`src/rtl/wd279x_pkg.sv`:
```
// Shared constants, ID-field byte indices and FSM state encoding for the WD279x ID reader.
package wd279x_pkg;

  localparam int ID_TRACK  = 0;
  localparam int ID_SIDE   = 1;
  localparam int ID_SECTOR = 2;
  localparam int ID_LENGTH = 3;
  localparam int ID_CRC1   = 4;
  localparam int ID_CRC2   = 5;
  localparam int ID_BYTES  = 6;

  localparam logic [15:0] CRC_POLY = 16'h1021;
  localparam logic [15:0] CRC_INIT = 16'hFFFF;

  localparam logic [7:0] MARK_A1 = 8'hA1;
  localparam logic [7:0] MARK_FE = 8'hFE;

  // Number of A1 sync marks that must precede the FE address mark in MFM
  localparam logic [1:0] SYNC_MARKS = 2'd3;

  typedef enum logic [2:0] {
    HUNT,
    SYNC,
    AM,
    FIELD,
    CHECK
  } state_t;

endpackage

```
`src/rtl/wd279x_crc16.sv`:
```
// Combinational byte-wide CRC-16-CCITT step (poly 1021, MSB first): one data byte per call.
module wd279x_crc16
  import wd279x_pkg::*;
(
  input  logic [15:0] crc_in,
  input  logic [7:0]  byte_in,
  output logic [15:0] crc_out
);

  logic [15:0] stage [9];

  assign stage[0] = crc_in;

  genvar gi;
  generate
    for (gi = 0; gi < 8; gi++) begin : g_bit
      logic fb;
      assign fb           = stage[gi][15] ^ byte_in[7-gi];
      assign stage[gi+1]  = {stage[gi][14:0], 1'b0} ^ (fb ? CRC_POLY : 16'h0000);
    end
  endgenerate

  assign crc_out = stage[8];

endmodule

```
`src/rtl/wd279x_id_reader.sv`:
```
// WD279x-style ID address-field reader: hunts for sync/address marks, captures the six ID bytes
// and checks the CRC. Define WD279X_FM_EN to also accept single-density (FM) FE marks when dden_n=1.
module wd279x_id_reader
  import wd279x_pkg::*;
(
  input  logic                      clk,
  input  logic                      reset,
  input  logic                      enable,
  input  logic                      dden_n,
  input  logic [7:0]                data_in,
  input  logic                      data_stb,
  input  logic                      mark_in,
  output logic [ID_BYTES-1:0][7:0]  sec_id,
  output logic                      data_valid,
  output logic                      crc_error,
  output logic                      busy
);

  state_t                     state_reg, state_next;
  logic [15:0]                crc_reg, crc_next;
  logic [1:0]                 sync_cnt_reg, sync_cnt_next;
  logic [2:0]                 byte_idx_reg, byte_idx_next;
  logic [ID_BYTES-1:0][7:0]   shadow_reg;
  logic [ID_BYTES-1:0][7:0]   sec_id_reg;

  logic [15:0] crc_run;
  logic [15:0] crc_seed;
  logic [1:0]  sync_cnt_inc;
  logic        fm_mode;
  logic        hunt_a1;
  logic        hunt_fe;
  logic        hunt_take;
  logic        field_wr;
  logic        check_live;

`ifdef WD279X_FM_EN
  assign fm_mode = dden_n;
`else
  logic dden_unused;
  assign fm_mode     = 1'b0;
  assign dden_unused = dden_n;
`endif

  // Running CRC for bytes inside a field, and a freshly preset CRC for a mark seen while hunting
  wd279x_crc16 u_crc_run (
    .crc_in  (crc_reg),
    .byte_in (data_in),
    .crc_out (crc_run)
  );

  wd279x_crc16 u_crc_seed (
    .crc_in  (CRC_INIT),
    .byte_in (data_in),
    .crc_out (crc_seed)
  );

  assign sync_cnt_inc = sync_cnt_reg + 2'd1;
  assign hunt_a1      = mark_in && !fm_mode && (data_in == MARK_A1);
  assign hunt_fe      = mark_in &&  fm_mode && (data_in == MARK_FE);
  assign field_wr     = enable && data_stb && !mark_in && (state_reg == FIELD);

  always_ff @(posedge clk) begin
    if (reset) begin
      state_reg    <= HUNT;
      crc_reg      <= CRC_INIT;
      sync_cnt_reg <= '0;
      byte_idx_reg <= '0;
      shadow_reg   <= '0;
      sec_id_reg   <= '0;
    end else begin
      if (data_valid)
        sec_id_reg <= shadow_reg;
      if (field_wr) begin
        for (int i = 0; i < ID_BYTES; i++)
          if (byte_idx_reg == 3'(i))
            shadow_reg[i] <= data_in;
      end
      if (!enable) begin
        state_reg <= HUNT;
      end else begin
        state_reg    <= state_next;
        crc_reg      <= crc_next;
        sync_cnt_reg <= sync_cnt_next;
        byte_idx_reg <= byte_idx_next;
      end
    end
  end

  always_comb begin
    state_next    = state_reg;
    crc_next      = crc_reg;
    sync_cnt_next = sync_cnt_reg;
    byte_idx_next = byte_idx_reg;
    hunt_take     = 1'b0;

    case (state_reg)
      HUNT: begin
        if (data_stb)
          hunt_take = 1'b1;
      end
      SYNC: begin
        if (data_stb) begin
          if (mark_in && data_in == MARK_A1) begin
            crc_next      = crc_run;
            sync_cnt_next = sync_cnt_inc;
            if (sync_cnt_inc == SYNC_MARKS)
              state_next = AM;
          end else begin
            state_next = HUNT;
          end
        end
      end
      AM: begin
        if (data_stb) begin
          if (!mark_in && data_in == MARK_FE) begin
            state_next    = FIELD;
            crc_next      = crc_run;
            byte_idx_next = '0;
          end else if (!(mark_in && data_in == MARK_A1)) begin
            state_next = HUNT;
          end
          // An extra A1 keeps the CRC as it was on entry to AM, i.e. the CRC over three A1s
        end
      end
      FIELD: begin
        if (data_stb) begin
          if (mark_in) begin
            hunt_take = 1'b1;
          end else begin
            crc_next      = crc_run;
            byte_idx_next = byte_idx_reg + 3'd1;
            if (byte_idx_reg == 3'(ID_CRC2))
              state_next = CHECK;
          end
        end
      end
      CHECK: begin
        state_next = HUNT;
        if (data_stb)
          hunt_take = 1'b1;
      end
      default: state_next = HUNT;
    endcase

    // Bytes seen while hunting, a mark that breaks a field, or a byte arriving during CHECK
    if (hunt_take) begin
      sync_cnt_next = '0;
      byte_idx_next = '0;
      state_next    = HUNT;
      if (hunt_a1) begin
        state_next    = SYNC;
        crc_next      = crc_seed;
        sync_cnt_next = 2'd1;
      end else if (hunt_fe) begin
        state_next = FIELD;
        crc_next   = crc_seed;
      end
    end
  end

  always_comb begin
    busy       = (state_reg != HUNT);
    check_live = (state_reg == CHECK) && enable && !reset;
    data_valid = check_live && (crc_reg == 16'h0000);
    crc_error  = check_live && (crc_reg != 16'h0000);
    sec_id     = data_valid ? shadow_reg : sec_id_reg;
  end

endmodule

```
`config.mk`:
```
export PLATFORM = sky130hd
export DESIGN_NAME = wd279x_id_reader
export DESIGN_NICKNAME = d
export VERILOG_FILES = /design/src/rtl/wd279x_pkg.sv /design/src/rtl/wd279x_crc16.sv /design/src/rtl/wd279x_id_reader.sv
export SDC_FILE = /design/constraint.sdc
export NUM_CORES = 1
export LEC_CHECK = 0
export ABC_AREA = 1
export BUFFER_PORTS_ARGS = -buffer_cell sky130_fd_sc_hd__buf_4
export CAP_MARGIN = 25
export CORE_MARGIN = 4
export CORE_UTILIZATION = 40
export CTS_CLUSTER_DIAMETER = 60
export DETAILED_ROUTE_END_ITERATION = 16
export GPL_ROUTABILITY_DRIVEN = 0
export GPL_TIMING_DRIVEN = 1
export SLEW_MARGIN = 40
export SYNTH_ARGS = -nofsm -noshare
export SYNTH_HDL_FRONTEND = slang
export SYNTH_SLANG_ARGS = --single-unit
export TNS_END_PERCENT = 10
```
`constraint.sdc`:
```
create_clock -name clk -period 1.7 [get_ports clk]
set_input_delay 0.255 -clock clk [delete_from_list [all_inputs] [get_ports clk]]
set_output_delay 0.255 -clock clk [all_outputs]
set_load 0.005 [all_outputs]
```
==> impl_results.md, run 1 <==
- Top-level I/O count: 65
- Nets: 1,028
- Cell-internal power: 5.659 mW
- Layout overhead on the synthesized area: 45.64%
- Number of library cell types mapped by synthesis: 34
- Switching pwr: 1.671 mW
- Max Freq: 432.8 MHz
- Unrepaired setup endpoints after global routing: true
- Maximum number of pins on one net before global-route repair: 68
- Final Hold Vio Count: 0
- Min-delay worst type: primary input to flip-flop
- Data arrival time of the critical path: 2060 ps
- Final Total Pwr: 7.331 mW
- Portion of total power attributed to the clock network: 51.1%
- Number of rows created at floorplan: 43
- Synthesized cell area: 5702 sq um
- Minimum setup slack in the final design: -610.6 ps
- Fraction of layout cells with a size suffix above 1: 32.35%
- Die H: 127.4 um
- Number of hold buffers added after cts: 0
- Switching share of power: 22.80%
- Overall fraction of global-route tracks in use: 19.41%
- Worst hold margin: 201.3 ps
- Filler Cells Inserted: 1,295
- TritonCTS clock tree: done
- Number of clock buffers inserted by TritonCTS: 17
- Number of global-route vias before repair: 5,438
- Total global routing overflow: 0
- Top library cells by usage in the layout, fill and taps aside: sky130_fd_sc_hd__nand2_1, sky130_fd_sc_hd__buf_4, sky130_fd_sc_hd__inv_1
- Maximum vdd drop: 610.1 uV
- Core region area: 13,930 sq um
- Layout Skew: 8.374 ps
- Wire length of the first global-routing pass: 25.61 mm
- Power density cells: 882.8 nW/um^2
- Number of routed nets with antenna violations: 0
- Routed via count divided by cell count: 4.698
- Die outline area: 16,230 sq um
- Highest net fanout along the worst path: 5
- Portion of total power attributed to sequential cells: 39.3%
- Measured slew at the worst slew-check pin: 827.4 ps
- ANT cells: 0
- Overall via count from detail_route: 5,637
- Die Wd: 127.4 um
- Total DRC errors in the routed layout: 0
- Combinational share of power: 9.7%
- Avg WL per Cell: 13.03 um
- Number of H-tree levels: 4
- HPWL after detailed placement: 9.963 mm
- Clock-pin slew reported for the worst setup and hold paths after clock tree synthesis: 60 ps
- Syn nets: 849
- Remaining max-slew budget at the tightest pin: 44.84%
- Number of synthesis warnings: 0
- Max-cap viol count: 0
- Detailed-route wire length: 15.63 mm
- Static Leak: 4.071 nW
- Drt first pass iters: 4
- Endpoint class of the critical path: output pin
- Slew Limit Fails: 0
- Number of buffers added on ports: 63
- Worst Setup Path Type: flip-flop to output pin
- Root Buffer: sky130_fd_sc_hd__clkbuf_16
- Clk_lat worst skew: 410 ps
- TNS Setup: -28,550 ps
- Number of antenna violations at the first check in global routing: 0
- Period minus WS final: 2311 ps
- Synth Area per Inst: 6.878 sq um
- CP Data Required Time: 1440 ps
- Violated checks: setup timing
- Sequential fraction of the synthesis area: 42.13%
- Final-report setup violation count: 76
- Startpoint kind of the worst setup timing path: flip-flop
- Total number of clock tree sinks: 120
- First DRT Iteration DRCs: 390
- Max Root-Sink Buffers: 2
- Share of the cycle needed by the critical path after routing: 135.9%
- Number of storage elements in the synthesis netlist: 120
- Initial Utilization: 40.92%
- Result of the run: finished, violations left
- Leading cell type in the layout, fill and taps excluded: sky130_fd_sc_hd__nand2_1
- Synthesized netlist cell count: 829
==> routing by layer <==
| metal | up-vias | global-route usage (%) | part of all wire [%] |
|---|---|---|---|
| li1 | 2959 | - | - |
| met1 | 2538 | 25.59 | 48 |
| met2 | 121 | 30.97 | 45 |
| met3 | 19 | 4.264 | 4.7 |
| met4 | 0 | 7.697 | 1.9 |
| met5 | - | 0 | 0 |
==> path summary, 6_finish.rpt <==
check,startpoint,end,slack [ps],cells past startpoint
worst min register to register,shadow_reg[2]$_SDFFE_PP0P_,shadow_reg[2]$_SDFFE_PP0P_,450,2
worst max-delay path,crc_reg[4]$_SDFFE_PP1P_,sec_id[23],-610,12
worst min-delay path,data_in[5],shadow_reg[5]$_SDFFE_PP0P_,200,3
worst max register to register,crc_reg[4]$_SDFFE_PP1P_,crc_reg[12]$_SDFFE_PP1P_,-320,19
==> Yosys cell counts <==
library cell | instances | area share (%)
sky130_fd_sc_hd__nand2_1 | 184 | 12
sky130_fd_sc_hd__inv_1 | 135 | 8.9
sky130_fd_sc_hd__dfxtp_1 | 120 | 42
sky130_fd_sc_hd__o21ai_0 | 79 | 6.9
sky130_fd_sc_hd__a21oi_1 | 75 | 6.6
sky130_fd_sc_hd__nor2_1 | 73 | 4.8
sky130_fd_sc_hd__nand3_1 | 52 | 4.6
sky130_fd_sc_hd__o21ai_2 | 23 | 3.5
sky130_fd_sc_hd__buf_2 | 18 | 1.6
sky130_fd_sc_hd__clkbuf_1 | 15 | 0.99
sky130_fd_sc_hd__ha_1 | 6 | 1.3
sky130_fd_sc_hd__inv_2 | 6 | 0.39
sky130_fd_sc_hd__buf_6 | 4 | 0.79
sky130_fd_sc_hd__nand4_1 | 4 | 0.44
sky130_fd_sc_hd__nor3_1 | 4 | 0.35
sky130_fd_sc_hd__xnor2_1 | 4 | 0.61
sky130_fd_sc_hd__xor2_1 | 4 | 0.61
sky130_fd_sc_hd__buf_4 | 3 | 0.39
sky130_fd_sc_hd__a211oi_1 | 2 | 0.26
sky130_fd_sc_hd__nand2_2 | 2 | 0.22
sky130_fd_sc_hd__nand3b_1 | 2 | 0.26
sky130_fd_sc_hd__nor2_4 | 2 | 0.39
sky130_fd_sc_hd__a21boi_0 | 1 | 0.13
sky130_fd_sc_hd__a21oi_2 | 1 | 0.15
sky130_fd_sc_hd__buf_1 | 1 | 0.066
sky130_fd_sc_hd__buf_8 | 1 | 0.26
sky130_fd_sc_hd__clkbuf_2 | 1 | 0.088
sky130_fd_sc_hd__clkbuf_4 | 1 | 0.13
sky130_fd_sc_hd__inv_4 | 1 | 0.11
sky130_fd_sc_hd__nand3_2 | 1 | 0.18
sky130_fd_sc_hd__nor2_2 | 1 | 0.11
sky130_fd_sc_hd__nor3_2 | 1 | 0.18
sky130_fd_sc_hd__nor3_4 | 1 | 0.29
sky130_fd_sc_hd__o21bai_1 | 1 | 0.13
==> per-stage QoR <==
stage	setup WS (ps)	cells	cell area (sq um)	util (%)
2_1_floorplan	85.88	829	5702	-
3_3_place_gp	-220.7	1144	7063	50.69
3_5_place_dp	-214.5	1144	7063	50.69
4_1_cts	-611.4	1196	8058	57.83
5_1_grt	-695.9	1200	8304	59.59
6_report	-610.6	1200	8304	59.59
==> critical path, stage by stage (launching register included) <==
cell and delay (ps):
sky130_fd_sc_hd__dfxtp_2 320, sky130_fd_sc_hd__inv_2 50, sky130_fd_sc_hd__nand4_1 130, sky130_fd_sc_hd__nor3_2 170
sky130_fd_sc_hd__buf_4 160, sky130_fd_sc_hd__nand3_4 70, sky130_fd_sc_hd__inv_4 100, sky130_fd_sc_hd__buf_12 130
sky130_fd_sc_hd__buf_12 130, sky130_fd_sc_hd__clkbuf_16 140, sky130_fd_sc_hd__o21ai_1 70, sky130_fd_sc_hd__inv_1 70
sky130_fd_sc_hd__buf_4 100
==> logic make-up after synthesis <==
family	after synthesis	share of synthesized area (%)
AND/OR/NAND/NOR	327	23.90
buffers and inverters	186	13.69
AO/OA/AOI/OAI	182	17.73
flip-flops	120	42.13
XOR/XNOR	8	1.229
adder cells (fa/ha/maj)	6	1.317
==> power by group through the flow <==
stage | combinational (mW) | sequential [mW] | clock, mW
after floorplan | 0.396 | 2.94 | 0
after global placement | 0.635 | 2.93 | 0
after detailed placement | 0.637 | 2.93 | 0
after CTS | 0.676 | 2.88 | 3.81
after global routing | 0.800 | 2.88 | 3.93
final | 0.709 | 2.88 | 3.74
==> cell type report <==
class                   instances  area, sq um  share of cell area [%]
multi-input cells             523         2698                   32.48
flip-flops and latches        120         2407                   28.99
repair buffers                204         1824                   21.97
inverters                     142        538.0                   6.479
clock buffers                  22        464.2                   5.590
well taps                     180        225.2                   2.712
clock inverters                 9        147.6                   1.778
==> timing repair <==
action | in CTS | in global routing
buffers inserted | 18 | 1
gates resized for setup | 51 | 89
pin swaps | 4 | 7
hold endpoints to repair | 0 | 0
setup endpoints to repair | 89 | 164
gates cloned | 4 | 4
Note: power is estimated with default switching activity, not from simulation.
==> run 2, diff against run 1 <==
- ABC_CLOCK_PERIOD_IN_PS: unset -> 1700
- REMOVE_ABC_BUFFERS: unset -> 1
==> run 2 against run 1 <==
  * The run still ends with setup timing left
  * Maximum frequency increased by 0.77%
  * Final cell count decreased by 1.9%
  * Count of clock-buffer cells in the layout decreased by 3
  * Sequential power about the same
  * Via count decreased by 1.8%
  * Setup slack improved by 18 ps
  * Largest cell class unchanged
  * Highest routed layer unchanged
==> impl_results.md, run 2 (synthesized netlist as in run 1, its figures left out) <==
- First DRT Iteration DRCs: 414 (+6.2%)
- Remaining max-slew budget at the tightest pin: 46.08% (+1.2 points)
- Maximum number of pins on one net before global-route repair: 68 (unchanged)
- Total number of clock tree sinks: 120 (unchanged)
- Reg2reg end: sec_id_reg[33]$_SDFF_PP0_
- Hold EP: shadow_reg[36]$_SDFFE_PP0P_
- Minimum setup slack in the final design: -593.0 ps (+17.58 ps)
- Wire length of the first global-routing pass: 24.93 mm (-2.6%)
- Layout overhead on the synthesized area: 40.97%
- Reg-to-reg critical path startpoint: crc_reg[6]$_SDFFE_PP1P_
- Worst hold path depth: 3 (unchanged)
- Routed via count divided by cell count: 4.704 (+0.15%)
- Overall fraction of global-route tracks in use: 19.32% (-0.082 points)
- Detailed-route wire length: 15.42 mm (-1.4%)
- Period minus WS final: 2293 ps (-17.58 ps)
- Worst Reg2Reg Path Length in Cells: 11 (-8)
- Clock-pin slew reported for the worst setup and hold paths after clock tree synthesis: 50 ps (about the same)
- Overall via count from detail_route: 5,537 (-1.8%)
- Die outline area: 16,230 sq um (unchanged)
- Top-level I/O count: 65 (unchanged)
- Drt first pass iters: 5 (+1)
- Measured slew at the worst slew-check pin: 808.8 ps (-18.57 ps)
- Max Root-Sink Buffers: 2 (unchanged)
- Endpoint class of the critical path: output pin
- Number of rows created at floorplan: 43 (unchanged)
- Share of the core filled with cells: 57.68% (-1.9 points)
- Avg WL per Cell: 13.10 um (+0.55%)
- Static Leak: 3.912 nW (-3.9%)
- Core region area: 13,930 sq um (unchanged)
- Nets: 1,005 (-2.2%)
- Slowest-stage cell, CP: sky130_fd_sc_hd__dfxtp_2
- Root Buffer: sky130_fd_sc_hd__clkbuf_16
- Unrepaired setup endpoints after global routing: true
- Highest net fanout along the worst path: 6 (+1)
- Slew Limit Fails: 0 (unchanged)
- Die H: 127.4 um (unchanged)
- Number of antenna violations at the first check in global routing: 0 (unchanged)
- Fraction of layout cells with a size suffix above 1: 30.99% (-1.4 points)
- Number of routed nets with antenna violations: 0 (unchanged)
- Number of clock buffers inserted by TritonCTS: 17 (unchanged)
- Min-delay worst type: primary input to flip-flop
- Data arrival time of the critical path: 2040 ps (-20 ps)
- Final Hold Vio Count: 0 (unchanged)
- Layout Skew: 5.520 ps (-2.854 ps)
- Violated checks: setup timing
- Start point of the worst hold path: data_in[4]
- Number of H-tree levels: 4 (unchanged)
- Result of the run: finished, violations left
- Final-report setup violation count: 59 (-22%)
- Layout Cell Area excl Fill: 8038 sq um (-3.2%)
- Max Freq: 436.1 MHz (+0.77%)
- Number of buffers added on ports: 63 (unchanged)
- Leading cell type in the layout, fill and taps excluded: sky130_fd_sc_hd__nand2_1
- Clk_lat worst skew: 420 ps (about the same)
- CP Data Required Time: 1440 ps (about the same)
- Power density cells: 834.8 nW/um^2 (-5.4%)
- Startpoint kind of the worst setup timing path: flip-flop
- Setup slack on the worst flop-to-flop path: -90 ps (+230 ps)
- Total DRC errors in the routed layout: 0 (unchanged)
- Number of global-route vias before repair: 5,122 (-5.8%)
- Cell breakdown of the critical path: inv_2 -> nand4_1 -> nor3_2 -> nand3_2 -> clkinv_4 -> buf_12 -> buf_16 -> buf_6 -> o21ai_4 -> inv_1 -> buf_4
- Max-cap viol count: 0 (unchanged)
- Top library cells by usage in the layout, fill and taps aside: sky130_fd_sc_hd__nand2_1, sky130_fd_sc_hd__buf_4, sky130_fd_sc_hd__inv_1
- Biggest cell delay along the critical path: 320 ps (about the same)
- Worst Setup Path Type: flip-flop to output pin
- Die Wd: 127.4 um (unchanged)
- Total global routing overflow: 0 (unchanged)
- ANT cells: 0 (unchanged)
- Initial Utilization: 40.92% (unchanged)
- Maximum vdd drop: 729.4 uV (+20%)
- HPWL after detailed placement: 9.873 mm (-0.90%)
- TritonCTS clock tree: done
- Standard cell area after detailed placement: 6972 sq um (-1.3%)
- Share of the cycle needed by the critical path after routing: 134.9% (-1.0 points)
run 2: critical path, delay by kind of cell (launching register included):
kind / cells / cell delay [ps]
compound gates: 1 / 50
simple gates: 3 / 510
flops: 1 / 320
buf+inv: 7 / 720
run 2: area by class of cell:
| type | instances | area (sq um) |
|---|---|---|
| Clock inverter | 12 | 80.08 |
| Fill cell | 1309 | 5897 |
| Tap cell | 180 | 225.2 |
| Clock buffer | 19 | 442.9 |
| Multi-Input combinational cell | 523 | 2723 |
| Inverter | 142 | 540.5 |
| Sequential cell | 120 | 2405 |
| Timing Repair Buffer | 181 | 1622 |
run 2: through the flow:
stage	worst slack [ps]	hold slack [ps]	TNS [ps]	power (mW)	cells
final	-593.0	206.7	-26560	6.710	1177
after global routing	-678.4	247.7	-34000	6.985	1177
after CTS	-609.7	205.6	-28590	6.738	1170
after detailed placement	-258.1	442.2	-12660	3.571	1130
after global placement	-244.1	438.7	-12550	3.567	1130
after floorplan	-592.3	327.4	-48270	3.283	785
run 2: where the power goes:
group / internal (mW) / switching, mW
logic: 0.259 / 0.403
clock network: 1.88 / 1.30
registers: 2.85 / 0.0222
total: 4.99 / 1.72
run 2: worst max path at each step:
stage / start / endpoint / slack [ps]
CTS: crc_reg[15]$_SDFFE_PP1P_ / sec_id[37] / -610
detailed placement: reset / sec_id[41] / -260
finish: crc_reg[6]$_SDFFE_PP1P_ / sec_id[28] / -590
global placement: reset / sec_id[29] / -240
floorplan: state_reg[0]$_SDFFE_PP0P_ / sec_id[0] / -590
global route: crc_reg[6]$_SDFFE_PP1P_ / sec_id[40] / -680
run 2: timing repair:
action                                  4_1_cts  5_1_grt
pin swaps                                     4        5
hold buffers                                  0        0
endpoints found under the hold margin         0        0
gates cloned                                  4        2
gates resized for setup                      40       96
buffers inserted                              5        6
endpoints found under the setup margin       95      146
run 2: routing by layer:
layer / vias to the layer above / part of all wire [%] / global-route usage (%)
li1: 2911 / - / -
met1: 2502 / 47 / 25.70
met2: 101 / 47 / 30.78
met3: 23 / 4.7 / 4.557
met4: 0 / 1.6 / 6.751
met5: - / 0 / 0
==> run 3, diff against run 2 <==
--- a/config.mk
+++ b/config.mk
@@ -17,2 +17,3 @@
 export GPL_TIMING_DRIVEN = 1
+export RECOVER_POWER = 50
 export REMOVE_ABC_BUFFERS = 1
==> constraint.sdc (replaced) <==
create_clock -name clk -period 1.7 [get_ports clk]
set_input_delay 0.085 -clock clk [delete_from_list [all_inputs] [get_ports clk]]
set_output_delay 0.085 -clock clk [all_outputs]
set_load 0.005 [all_outputs]
==> run 3 against run 2 <==
  * The flow still finishes with violations (setup timing)
  * Maximum frequency increased by 12%
  * Critical path type unchanged
  * Utilization is 3.0 points lower
  * Clock skew rose by 2.2 ps
  * Clock power grew 2%
  * Power is 0.66% higher
  * First-iteration DRC count fell by 22%
  * Die area is the same
  * Final area is 5.3% lower
==> impl_results.md, run 3 (synthesized netlist as in run 1, its figures left out) <==
- Result of the run: finished, violations left
- Violated checks: setup timing
- Total global routing overflow: 0 (unchanged)
- Number of cells after detailed placement: 1,088 (-3.7%)
- Final-report setup violation count: 50 (-15%)
- First DRT Iteration DRCs: 323 (-22%)
- Core region area: 13,930 sq um (unchanged)
- Wire length of the first global-routing pass: 24.12 mm (-3.2%)
- Layout overhead on the synthesized area: 33.53%
- Minimum setup slack in the final design: -347.1 ps (+245.8 ps)
- Root Buffer: sky130_fd_sc_hd__clkbuf_16
- Routed via count divided by cell count: 4.661 (-0.92%)
- Reg2reg end: sec_id_reg[18]$_SDFF_PP0_
- Die outline area: 16,230 sq um (unchanged)
- Die H: 127.4 um (unchanged)
- Top library cells by usage in the layout, fill and taps aside: sky130_fd_sc_hd__nand2_1, sky130_fd_sc_hd__inv_1, sky130_fd_sc_hd__dfxtp_1
- Max Root-Sink Buffers: 2 (unchanged)
- Startpoint kind of the worst setup timing path: flip-flop
- Maximum number of pins on one net before global-route repair: 50 (-26%)
- Layout Cell Area excl Fill: 7614 sq um (-5.3%)
- Number of H-tree levels: 4 (unchanged)
- Layout Skew: 7.739 ps (+2.219 ps)
- Switching share of power: 24.45% (-1.2 points)
- Reg-to-reg critical path startpoint: crc_reg[2]$_SDFFE_PP1P_
- Data arrival time of the critical path: 1960 ps (-80 ps)
- Avg WL per Cell: 13.15 um (+0.40%)
- Hold EP: shadow_reg[47]$_SDFFE_PP0P_
- Initial Utilization: 40.92% (unchanged)
- Unrepaired setup endpoints after global routing: true
- Number of global-route vias before repair: 4,901 (-4.3%)
- Number of rows created at floorplan: 43 (unchanged)
- CP Data Required Time: 1620 ps (+180 ps)
- Overall via count from detail_route: 5,267 (-4.9%)
- Maximum vdd drop: 556.8 uV (-24%)
- Total number of clock tree sinks: 120 (unchanged)
- Worst Setup Path Type: flip-flop to output pin
- Die Wd: 127.4 um (unchanged)
- Portion of total power attributed to the clock network: 47.9% (+0.6 points)
- Standard cell area after detailed placement: 6656 sq um (-4.5%)
- Slew Limit Fails: 0 (unchanged)
- Top-level I/O count: 65 (unchanged)
- Final Hold Vio Count: 0 (unchanged)
- Worst Reg2Reg Path Length in Cells: 11 (unchanged)
- Combinational share of power: 9.5% (-0.4 points)
- HPWL after detailed placement: 9.908 mm (+0.35%)
- Number of routed nets with antenna violations: 0 (unchanged)
- Start point of the worst hold path: data_in[7]
- Portion of total power attributed to sequential cells: 42.6% (-0.3 points)
- Cell-internal power: 5.103 mW (+2.3%)
- Worst hold path depth: 3 (unchanged)
- Remaining max-slew budget at the tightest pin: 62.23% (+16 points)
- TritonCTS clock tree: done
- Highest net fanout along the worst path: 22 (+16)
- Clk_lat worst skew: 420 ps (about the same)
- Nets: 957 (-4.8%)
- Static Leak: 3.716 nW (-5.0%)
- Detailed-route wire length: 14.86 mm (-3.6%)
- Overall fraction of global-route tracks in use: 18.56% (-0.76 points)
- Period minus WS final: 2047 ps (-245.8 ps)
- Fraction of layout cells with a size suffix above 1: 26.74% (-4.3 points)
- Leading cell type in the layout, fill and taps excluded: sky130_fd_sc_hd__nand2_1
- Drt first pass iters: 4 (-1)
- Share of the cycle needed by the critical path after routing: 120.4% (-14 points)
- Number of clock buffers inserted by TritonCTS: 17 (unchanged)
- Number of buffers added on ports: 63 (unchanged)
- ANT cells: 0 (unchanged)
- Clock-pin slew reported for the worst setup and hold paths after clock tree synthesis: 50 ps (about the same)
- Power density cells: 887.1 nW/um^2 (+6.3%)
- Layout Cells excl Fill: 1,130 (-4.0%)
- Pre-CTS setup slack: -48.55 ps (+209.5 ps)
- Max-cap viol count: 0 (unchanged)
- Total DRC errors in the routed layout: 0 (unchanged)
- Switching pwr: 1.651 mW (-4.1%)
- Number of antenna violations at the first check in global routing: 0 (unchanged)
- Setup slack on the worst flop-to-flop path: 40 ps (+130 ps)
- Endpoint class of the critical path: output pin
- Min-delay worst type: primary input to flip-flop
- Max Freq: 488.5 MHz (+12%)
- Measured slew at the worst slew-check pin: 566.6 ps (-242.2 ps)
- Worst hold margin: 49.72 ps (-157.0 ps)
## run 3: changes by cell type in the layout (fill, tap and decap cells not counted), moves of 4 or more
| cell | change |
|---|---|
| sky130_fd_sc_hd__buf_4 | -37 |
| sky130_fd_sc_hd__o21ai_1 | +11 |
| sky130_fd_sc_hd__buf_6 | -9 |
| sky130_fd_sc_hd__o21ai_0 | -9 |
| sky130_fd_sc_hd__nor2_1 | +8 |
| sky130_fd_sc_hd__nand2_1 | -7 |
| sky130_fd_sc_hd__nand2_2 | +7 |
| sky130_fd_sc_hd__nor2_2 | -7 |
| sky130_fd_sc_hd__clkinvlp_4 | -4 |
## run 3: repair_timing
item / CTS / global route
hold buffers: 1 / 0
pin swaps: 2 / 6
hold endpoints to repair: 2 / 0
endpoints found under the setup margin: 50 / 110
gates resized for setup: 67 / 60
cloned: 3 / 2
buffers inserted: 3 / 2
## run 3: routing by layer
layer / track usage (%) / up-vias / wire (um)
li1: - / 2811 / -
met1: 25.20 / 2380 / 7332
met2: 29.58 / 68 / 6932
met3: 4.724 / 8 / 489
met4: 4.732 / 0 / 108
met5: 0 / - / 0
## run 3: final cells by class
type	count	area, sq um
fillers	1367	6321
multi-input cells	523	2713
flip-flops and latches	120	2405
repair buffers	133	1185
inverters	142	548.0
clock buffers	24	491.7
well taps	180	225.2
clock inverters	8	46.29
## run 3: per-stage QoR
step                TNS (ps)  power [mW]  utilization, %
floorplan             -39940       3.283               -
global placement      -4.123       3.560           47.77
CTS                   -16880       6.813           53.58
finish                -15690       6.754           54.64
global route          -22740       7.039           54.64
detailed placement    -510.6       3.564           47.77
## run 3: power by group through the flow
stage	Sequential (mW)	Clock (mW)	Combinational [mW]
3_3_place_gp	2.93	0	0.629
2_1_floorplan	2.95	0	0.336
3_5_place_dp	2.93	0	0.631
4_1_cts	2.87	3.30	0.640
5_1_grt	2.88	3.43	0.729
6_report	2.88	3.24	0.643
## run 3: how the worst max path moves through the flow
stage | start | slack [ps] | depth (start not counted) | to
2_1_floorplan | state_reg[0]$_SDFFE_PP0P_ | -440 | 8 | sec_id_reg[39]$_SDFF_PP0_
3_5_place_dp | crc_reg[6]$_SDFFE_PP1P_ | -50 | 11 | sec_id[25]
6_report | crc_reg[2]$_SDFFE_PP1P_ | -350 | 11 | sec_id[27]
5_1_grt | crc_reg[2]$_SDFFE_PP1P_ | -460 | 11 | sec_id[45]
4_1_cts | crc_reg[4]$_SDFFE_PP1P_ | -380 | 12 | sec_id[18]
3_3_place_gp | state_reg[0]$_SDFFE_PP0P_ | -2 | 10 | sec_id[10]
## run 3: critical path, cell delays in order (launching register included)
cell and delay [ps]:
sky130_fd_sc_hd__dfxtp_2 320, sky130_fd_sc_hd__nor2_2 90, sky130_fd_sc_hd__nand2_1 80, sky130_fd_sc_hd__nor3_2 180, sky130_fd_sc_hd__buf_4 160, sky130_fd_sc_hd__nand3_4 90
sky130_fd_sc_hd__clkinv_8 120, sky130_fd_sc_hd__buf_16 190, sky130_fd_sc_hd__nand2_2 70, sky130_fd_sc_hd__o21ai_2 60, sky130_fd_sc_hd__inv_1 50, sky130_fd_sc_hd__buf_4 130
